`config.mk`:
```
export PLATFORM = sky130hd
export DESIGN_NAME = muldiv_unit
export DESIGN_NICKNAME = d
export VERILOG_FILES = /design/src/rtl/muldiv_pkg.sv /design/src/rtl/muldiv_unit.sv
export SDC_FILE = /design/constraint.sdc
export NUM_CORES = 2
export LEC_CHECK = 0
export BUFFER_PORTS_ARGS = -buffer_cell sky130_fd_sc_hd__buf_2
export CORE_AREA = 2 2 284 258
export CTS_CLUSTER_DIAMETER = 80
export CTS_CLUSTER_SIZE = 8
export DETAILED_ROUTE_END_ITERATION = 12
export DIE_AREA = 0 0 286 260
export PLACE_DENSITY = 0.63
export SLEW_MARGIN = 10
export SYNTH_ARGS = -nofsm -noshare
export SYNTH_HDL_FRONTEND = slang
export SYNTH_SLANG_ARGS = --single-unit
```
`constraint.sdc`:
```
create_clock -name clk -period 6.25 [get_ports clk]
set_input_delay 0.3125 -clock clk [delete_from_list [all_inputs] [get_ports clk]]
set_output_delay 0.3125 -clock clk [all_outputs]
set_load 0.02 [all_outputs]
```
`src/rtl/muldiv_pkg.sv`:
```
// Shared definitions for the iterative RV32M multiply/divide unit.
// The decode controller imports the same funct3 encodings.
package muldiv_pkg;

    localparam logic [2:0] F3_MUL    = 3'b000;
    localparam logic [2:0] F3_MULH   = 3'b001;
    localparam logic [2:0] F3_MULHSU = 3'b010;
    localparam logic [2:0] F3_MULHU  = 3'b011;
    localparam logic [2:0] F3_DIV    = 3'b100;
    localparam logic [2:0] F3_DIVU   = 3'b101;
    localparam logic [2:0] F3_REM    = 3'b110;
    localparam logic [2:0] F3_REMU   = 3'b111;

    typedef enum logic [2:0] {
        ST_IDLE = 3'd0,
        ST_MUL  = 3'd1,
        ST_DIV  = 3'd2,
        ST_FIX  = 3'd3,
        ST_DONE = 3'd4
    } muldiv_state_t;

    // Most-negative value for any width up to 64: take the top XLEN bits.
    localparam logic [63:0] MOST_NEG_64 = 64'h8000_0000_0000_0000;

    function automatic logic op_a_signed(input logic [2:0] f3);
        return (f3 != F3_MULHU) && (f3 != F3_DIVU) && (f3 != F3_REMU);
    endfunction

    function automatic logic op_b_signed(input logic [2:0] f3);
        return (f3 == F3_MUL) || (f3 == F3_MULH) || (f3 == F3_DIV) || (f3 == F3_REM);
    endfunction

endpackage

```
`src/rtl/muldiv_unit.sv`:
```
// Iterative multiply/divide beside the ALU: shift-add multiply, restoring
// divide, sign fix-up cycle, start/done handshake and flush abort.
module muldiv_unit
    import muldiv_pkg::*;
#(
    parameter int XLEN     = 32,
    parameter int MUL_STEP = 4
) (
    input  logic            clk,
    input  logic            reset,
    input  logic            start,
    input  logic            flush,
    input  logic [2:0]      funct3,
    input  logic [XLEN-1:0] a,
    input  logic [XLEN-1:0] b,
    output logic            busy,
    output logic            done,
    output logic [XLEN-1:0] result
);

    localparam int CW     = $clog2(XLEN) + 1;
    localparam int N_MUL  = XLEN / MUL_STEP;
    localparam logic [CW-1:0] MUL_LAST = CW'(N_MUL - 1);
    localparam logic [CW-1:0] DIV_LAST = CW'(XLEN - 1);
    localparam logic [XLEN-1:0] MOST_NEG = MOST_NEG_64[63 -: XLEN];
    localparam logic [XLEN-1:0] ALL_ONES = '1;

    muldiv_state_t     state_reg, state_next;
    logic [CW-1:0]     cnt_reg, cnt_next;
    logic [2:0]        op_reg, op_next;
    logic              neg_res_reg, neg_res_next;
    logic              neg_a_reg, neg_a_next;
    logic [2*XLEN-1:0] prod_reg, prod_next;
    logic [2*XLEN-1:0] mcand_reg, mcand_next;
    logic [XLEN-1:0]   mplr_reg, mplr_next;
    logic [XLEN:0]     rem_reg, rem_next;
    logic [XLEN-1:0]   quo_reg, quo_next;
    logic [XLEN-1:0]   dvsr_reg, dvsr_next;
    logic [XLEN-1:0]   result_reg, result_next;

    // Operand decode for the accept cycle
    logic            a_sgn, b_sgn, div_ovf;
    logic [XLEN-1:0] a_mag, b_mag;

    assign a_sgn   = op_a_signed(funct3) & a[XLEN-1];
    assign b_sgn   = op_b_signed(funct3) & b[XLEN-1];
    assign a_mag   = a_sgn ? -a : a;
    assign b_mag   = b_sgn ? -b : b;
    assign div_ovf = !funct3[0] && (a == MOST_NEG) && (b == ALL_ONES);

    // One multiplier digit of MUL_STEP bits: sum of shifted partial products
    logic [2*XLEN-1:0] pp [MUL_STEP];
    logic [2*XLEN-1:0] step_sum;

    for (genvar gi = 0; gi < MUL_STEP; gi++) begin : g_pp
        assign pp[gi] = mplr_reg[gi] ? (mcand_reg << gi) : '0;
    end

    always_comb begin
        step_sum = '0;
        for (int i = 0; i < MUL_STEP; i++) begin
            step_sum = step_sum + pp[i];
        end
    end

    // Restoring divide step; remainder carried at XLEN+1, difference at XLEN+2
    logic [XLEN:0]   rem_shift;
    logic [XLEN+1:0] rem_diff;
    logic            sub_ok;

    assign rem_shift = (rem_reg << 1) | {{XLEN{1'b0}}, quo_reg[XLEN-1]};
    assign rem_diff  = {1'b0, rem_shift} - {2'b00, dvsr_reg};
    assign sub_ok    = ~rem_diff[XLEN+1];

    // Sign correction applied in the FIX cycle
    logic [2*XLEN-1:0] prod_signed;
    logic [XLEN-1:0]   quo_signed, rem_signed, fix_value;

    assign prod_signed = neg_res_reg ? -prod_reg : prod_reg;
    assign quo_signed  = neg_res_reg ? -quo_reg : quo_reg;
    assign rem_signed  = neg_a_reg ? -rem_reg[XLEN-1:0] : rem_reg[XLEN-1:0];

    always_comb begin
        fix_value = rem_signed;
        case (op_reg)
            F3_MUL:                        fix_value = prod_signed[XLEN-1:0];
            F3_MULH, F3_MULHSU, F3_MULHU:  fix_value = prod_signed[2*XLEN-1:XLEN];
            F3_DIV, F3_DIVU:               fix_value = quo_signed;
            default:                       fix_value = rem_signed;
        endcase
    end

    always_comb begin
        state_next   = state_reg;
        cnt_next     = cnt_reg;
        op_next      = op_reg;
        neg_res_next = neg_res_reg;
        neg_a_next   = neg_a_reg;
        prod_next    = prod_reg;
        mcand_next   = mcand_reg;
        mplr_next    = mplr_reg;
        rem_next     = rem_reg;
        quo_next     = quo_reg;
        dvsr_next    = dvsr_reg;
        result_next  = result_reg;

        case (state_reg)
            ST_IDLE: begin
                if (start) begin
                    op_next      = funct3;
                    neg_res_next = a_sgn ^ b_sgn;
                    neg_a_next   = a_sgn;
                    cnt_next     = '0;
                    if (funct3[2]) begin
                        if (b == '0) begin
                            state_next  = ST_DONE;
                            result_next = funct3[1] ? a : ALL_ONES;
                        end else if (div_ovf) begin
                            state_next  = ST_DONE;
                            result_next = funct3[1] ? '0 : a;
                        end else begin
                            state_next = ST_DIV;
                            rem_next   = '0;
                            quo_next   = a_mag;
                            dvsr_next  = b_mag;
                        end
                    end else begin
                        state_next = ST_MUL;
                        prod_next  = '0;
                        mcand_next = {{XLEN{1'b0}}, a_mag};
                        mplr_next  = b_mag;
                    end
                end
            end
            ST_MUL: begin
                prod_next  = prod_reg + step_sum;
                mcand_next = mcand_reg << MUL_STEP;
                mplr_next  = mplr_reg >> MUL_STEP;
                if (cnt_reg == MUL_LAST) begin
                    state_next = ST_FIX;
                    cnt_next   = '0;
                end else begin
                    cnt_next = cnt_reg + CW'(1);
                end
            end
            ST_DIV: begin
                rem_next = sub_ok ? rem_diff[XLEN:0] : rem_shift;
                quo_next = {quo_reg[XLEN-2:0], sub_ok};
                if (cnt_reg == DIV_LAST) begin
                    state_next = ST_FIX;
                    cnt_next   = '0;
                end else begin
                    cnt_next = cnt_reg + CW'(1);
                end
            end
            ST_FIX: begin
                result_next = fix_value;
                state_next  = ST_DONE;
            end
            ST_DONE: state_next = ST_IDLE;
            default: state_next = ST_IDLE;
        endcase

        // Abort wins over everything; an op retired in FIX is not written back.
        if (flush) begin
            state_next  = ST_IDLE;
            cnt_next    = '0;
            result_next = result_reg;
        end
    end

    always_ff @(posedge clk) begin
        if (reset) begin
            state_reg   <= ST_IDLE;
            cnt_reg     <= '0;
            op_reg      <= '0;
            neg_res_reg <= 1'b0;
            neg_a_reg   <= 1'b0;
            prod_reg    <= '0;
            mcand_reg   <= '0;
            mplr_reg    <= '0;
            rem_reg     <= '0;
            quo_reg     <= '0;
            dvsr_reg    <= '0;
            result_reg  <= '0;
        end else begin
            state_reg   <= state_next;
            cnt_reg     <= cnt_next;
            op_reg      <= op_next;
            neg_res_reg <= neg_res_next;
            neg_a_reg   <= neg_a_next;
            prod_reg    <= prod_next;
            mcand_reg   <= mcand_next;
            mplr_reg    <= mplr_next;
            rem_reg     <= rem_next;
            quo_reg     <= quo_next;
            dvsr_reg    <= dvsr_next;
            result_reg  <= result_next;
        end
    end

    assign busy   = (state_reg != ST_IDLE);
    assign done   = (state_reg == ST_DONE);
    assign result = result_reg;

endmodule

```
==> reports/results.tsv <==
metric	value	unit
status	completed	
RSZ-0062 raised after global routing	no	
Worst-Skew Late Latency	0.60	ns
hold endpoint	mplr_reg[0]	
H-tree Lvls	2	
CTS sink cnt	302	
DRT Pass-1 Iters	7	
Post-synth top cells	475 x inv_1, 437 x nor2_1, 427 x nand2_1, 302 x dfxtp_1, 239 x a21oi_1	
Setup violations, final	0	
Final min period	5.83	ns
syn_nets	4185	
worst path cell trace	nand2_1, fa_1, inv_1, fa_1, inv_1, fa_1, inv_1, ha_1, and4_1, nand3_1, or4b_2, o21ai_0, a22oi_1, a21oi_2, o21ai_0, a2111o_1, a21o_1, a32o_1	
Post-Synthesis Cells	3827	
vias in the first global route	25758	
port bufs	104	
Worst Skew	0.0254	ns
CP endpoint kind	flop	
P_sw	1.83	mW
Async SR Flop Fraction	0	%
initial antenna violation count	4	
Starting Density	39.8	%
area delta synth->final	9.55	%
Post-synth top flop	dfxtp_1	
Pleak	13.4	nW
Slew Limit Fails	0	
Slew @ Worst Pin	1.26	ns
Synth cell types	82	
count leader, synth	inv_1	
fin nets	4171	
Post-synth EDFFs	0	
Seq/Total Area, Yosys	21.3	%
CTS tree	yes	
worst reg2reg startpoint	mplr_reg[2]	
critical path arrival	6.32	ns
routed vias	27442	
reg2reg path depth	18	
core area	71200	um2
Setup WS pre-CTS	0.296	ns
CTS Buf Count	46	
Hold Path Class	input pin to flop	
Post-CTS Setup Repair Bufs	0	
remaining global-route overflow	0	
DRT iter0 DRCs	2709	
Worst path max stage delay	0.66	ns
WHS Path Cells	3	
Peak Freq	171	MHz
WL per Instance	20.8	um
# rows	93	
clock root buffer	clkbuf_16	
Fin Setup TNS	0	ns
Via density	5.74	
drt total wl	99300	um
Pwr per Cell Area	183	nW/um2
DRC	0	
die width	286	um
Chip Height	260	um
peak supply drop	0.156	mV
CP top delay family	compound AO/OA/AOI/OAI gates	
largest net degree at the start of global routing	116	
Syn Area/Cell	7.41	um2
WP buf/inv	3	
P_int	3.85	mW
I/O Pins	105	
sequential share of power	37.2	%
slowest CP cell	or4b_2	
clock power share	43.2	%
Critical Path RT	6.73	ns
Post-DRT Antenna Nets	0	
largest fanout on the critical path	19	
crit share post-route	93.3	%
Hold Vio Cnt, Final	0	
Yosys top cell by area	dfxtp_1	
reg-to-reg setup timing slack	0.42	ns
Total Routing Usage GR	26.4	%
synthesized area	28300	um2
global-route wire length before repair	154000	um
critical path type	flop to flop	
final worst slack	0.416	ns
hpwl dp	75800	um
relative slew slack	15.6	%
Longest Clk Path Bufs	3	
switch share	32.2	%
Combinational Power Share	19.6	%
top cells by area, synth	dfxtp_1 21%, fa_1 13%, inv_1 6.3%	
Crit Reg-Reg Endpoint	prod_reg[62]	
Placer Congestion	1.01	
hold_sp	b[0]	
Die Footprint	74400	um2
layout cells sized above 1	6.93	%
clk slew on worst S/H paths	0.05	ns
startpoint class of the critical path	flop	
Yosys top cell area share	21.3	%
max cap viols	0	
Ys Warns	0	
Seq cells post-synth	302	
-- final cells by class --
| cell class | count | area, um2 |
|---|---|---|
| timing repair buffer | 163 | 987 |
| multi-input combinational | 2824 | 19700 |
| sequential | 302 | 6050 |
| clock inverter | 7 | 133 |
| tap | 950 | 1190 |
| fill | 7309 | 40200 |
| antenna | 2 | 5.00 |
| clock buffer | 53 | 1220 |
| inverter | 476 | 1790 |
-- cells by family (layout without fill, tap and decap cells) --
family,count (synthesis),in the layout,share of synthesized area [%]
mux,18,18,0.636
fa+ha+maj,303,303,18.1
simple gates,1278,1278,20.4
xor+xnor,252,252,7.79
compound gates,973,973,22.3
flops,302,302,21.3
other cells,0,2,0
buf+inv,701,699,9.36
-- timing repair --
action | in CTS | in global routing
endpoints found under the setup margin | 0 | 1
gates resized for setup | 0 | 1
hold buffers | 1 | 0
endpoints found under the hold margin | 1 | 0
-- per-stage QoR --
stage	cell area, um2	cells	utilization [%]	power [mW]	hold WS (ns)
after floorplan	28300	3827	-	2.85	0.442
after global placement	29700	4714	41.7	3.22	0.440
after detailed placement	29700	4714	41.7	3.23	0.451
after CTS	31000	4775	43.6	5.68	0.0436
after global routing	31000	4776	43.6	5.88	0.0934
final	31000	4777	43.6	5.68	0.0759
-- power by group through the flow --
| stage | Combinational, mW | Sequential, mW | Clock [mW] |
|---|---|---|---|
| 2_1_floorplan | 0.752 | 2.10 | 0 |
| 3_3_place_gp | 1.08 | 2.14 | 0 |
| 3_5_place_dp | 1.08 | 2.15 | 0 |
| 4_1_cts | 1.09 | 2.11 | 2.49 |
| 5_1_grt | 1.21 | 2.12 | 2.55 |
| 6_report | 1.11 | 2.11 | 2.45 |
-- worst min-delay path, delay by kind of cell --
| family | cells | cell delay [ns] |
|---|---|---|
| and+or+nand+nor | 1 | 0.08 |
| buffers and inverters | 1 | 0.17 |
| AOI/OAI and AO/OA | 1 | 0.06 |
-- layer usage --
metal,GRT usage (%),wire length (um),part of all wire [%],vias to the layer above
li1,-,-,-,12927
met1,37.7,45300,46,13197
met2,38.6,41000,41,1090
met3,4.30,8100,8.2,226
met4,12.4,4840,4.9,2
met5,0,7,0.0071,-
-- worst max-delay path by stage --
stage | slack (ns) | depth (start not counted) | to | startpoint
global placement | 0.33 | 18 | prod_reg[62] | mplr_reg[2]
global route | 0.05 | 18 | prod_reg[62] | mplr_reg[2]
floorplan | 0.68 | 21 | prod_reg[62] | mplr_reg[3]
finish | 0.42 | 18 | prod_reg[62] | mplr_reg[2]
detailed placement | 0.30 | 18 | prod_reg[62] | mplr_reg[2]
CTS | 0.30 | 18 | prod_reg[62] | mplr_reg[2]
-- placed cells by master, fill, tap and decap left out, types with 7 or more instances in the layout --
cell / Yosys / final
clkbuf_16: 0 / 47
nand4_1: 41 / 41
a21oi_1: 239 / 238
o21bai_1: 17 / 17
inv_1: 475 / 475
dfxtp_1: 302 / 297
a22o_1: 11 / 11
a22oi_1: 75 / 75
xor2_1: 94 / 94
nor4_1: 23 / 23
or2_2: 14 / 13
nor3b_1: 8 / 7
o21a_1: 16 / 16
buf_2: 7 / 103
or4_1: 18 / 18
ha_1: 102 / 102
a31oi_1: 17 / 17
fa_1: 185 / 185
a211oi_1: 91 / 91
buf_4: 0 / 57
o21ai_0: 222 / 221
nand3_1: 50 / 50
o22ai_1: 20 / 20
o31ai_1: 53 / 53
o41ai_1: 27 / 27
a21o_1: 52 / 52
o211ai_1: 27 / 27
nand2_1: 427 / 427
xnor2_1: 158 / 158
nor2_1: 437 / 435
or3_1: 29 / 29
nand2b_1: 25 / 25
nor2b_1: 15 / 15
a221oi_1: 20 / 20
a2111oi_0: 26 / 26
maj3_1: 16 / 16
mux2i_1: 18 / 18
nor3_1: 77 / 75
and2_1: 83 / 83
Note: power is estimated with default switching activity, not from simulation.
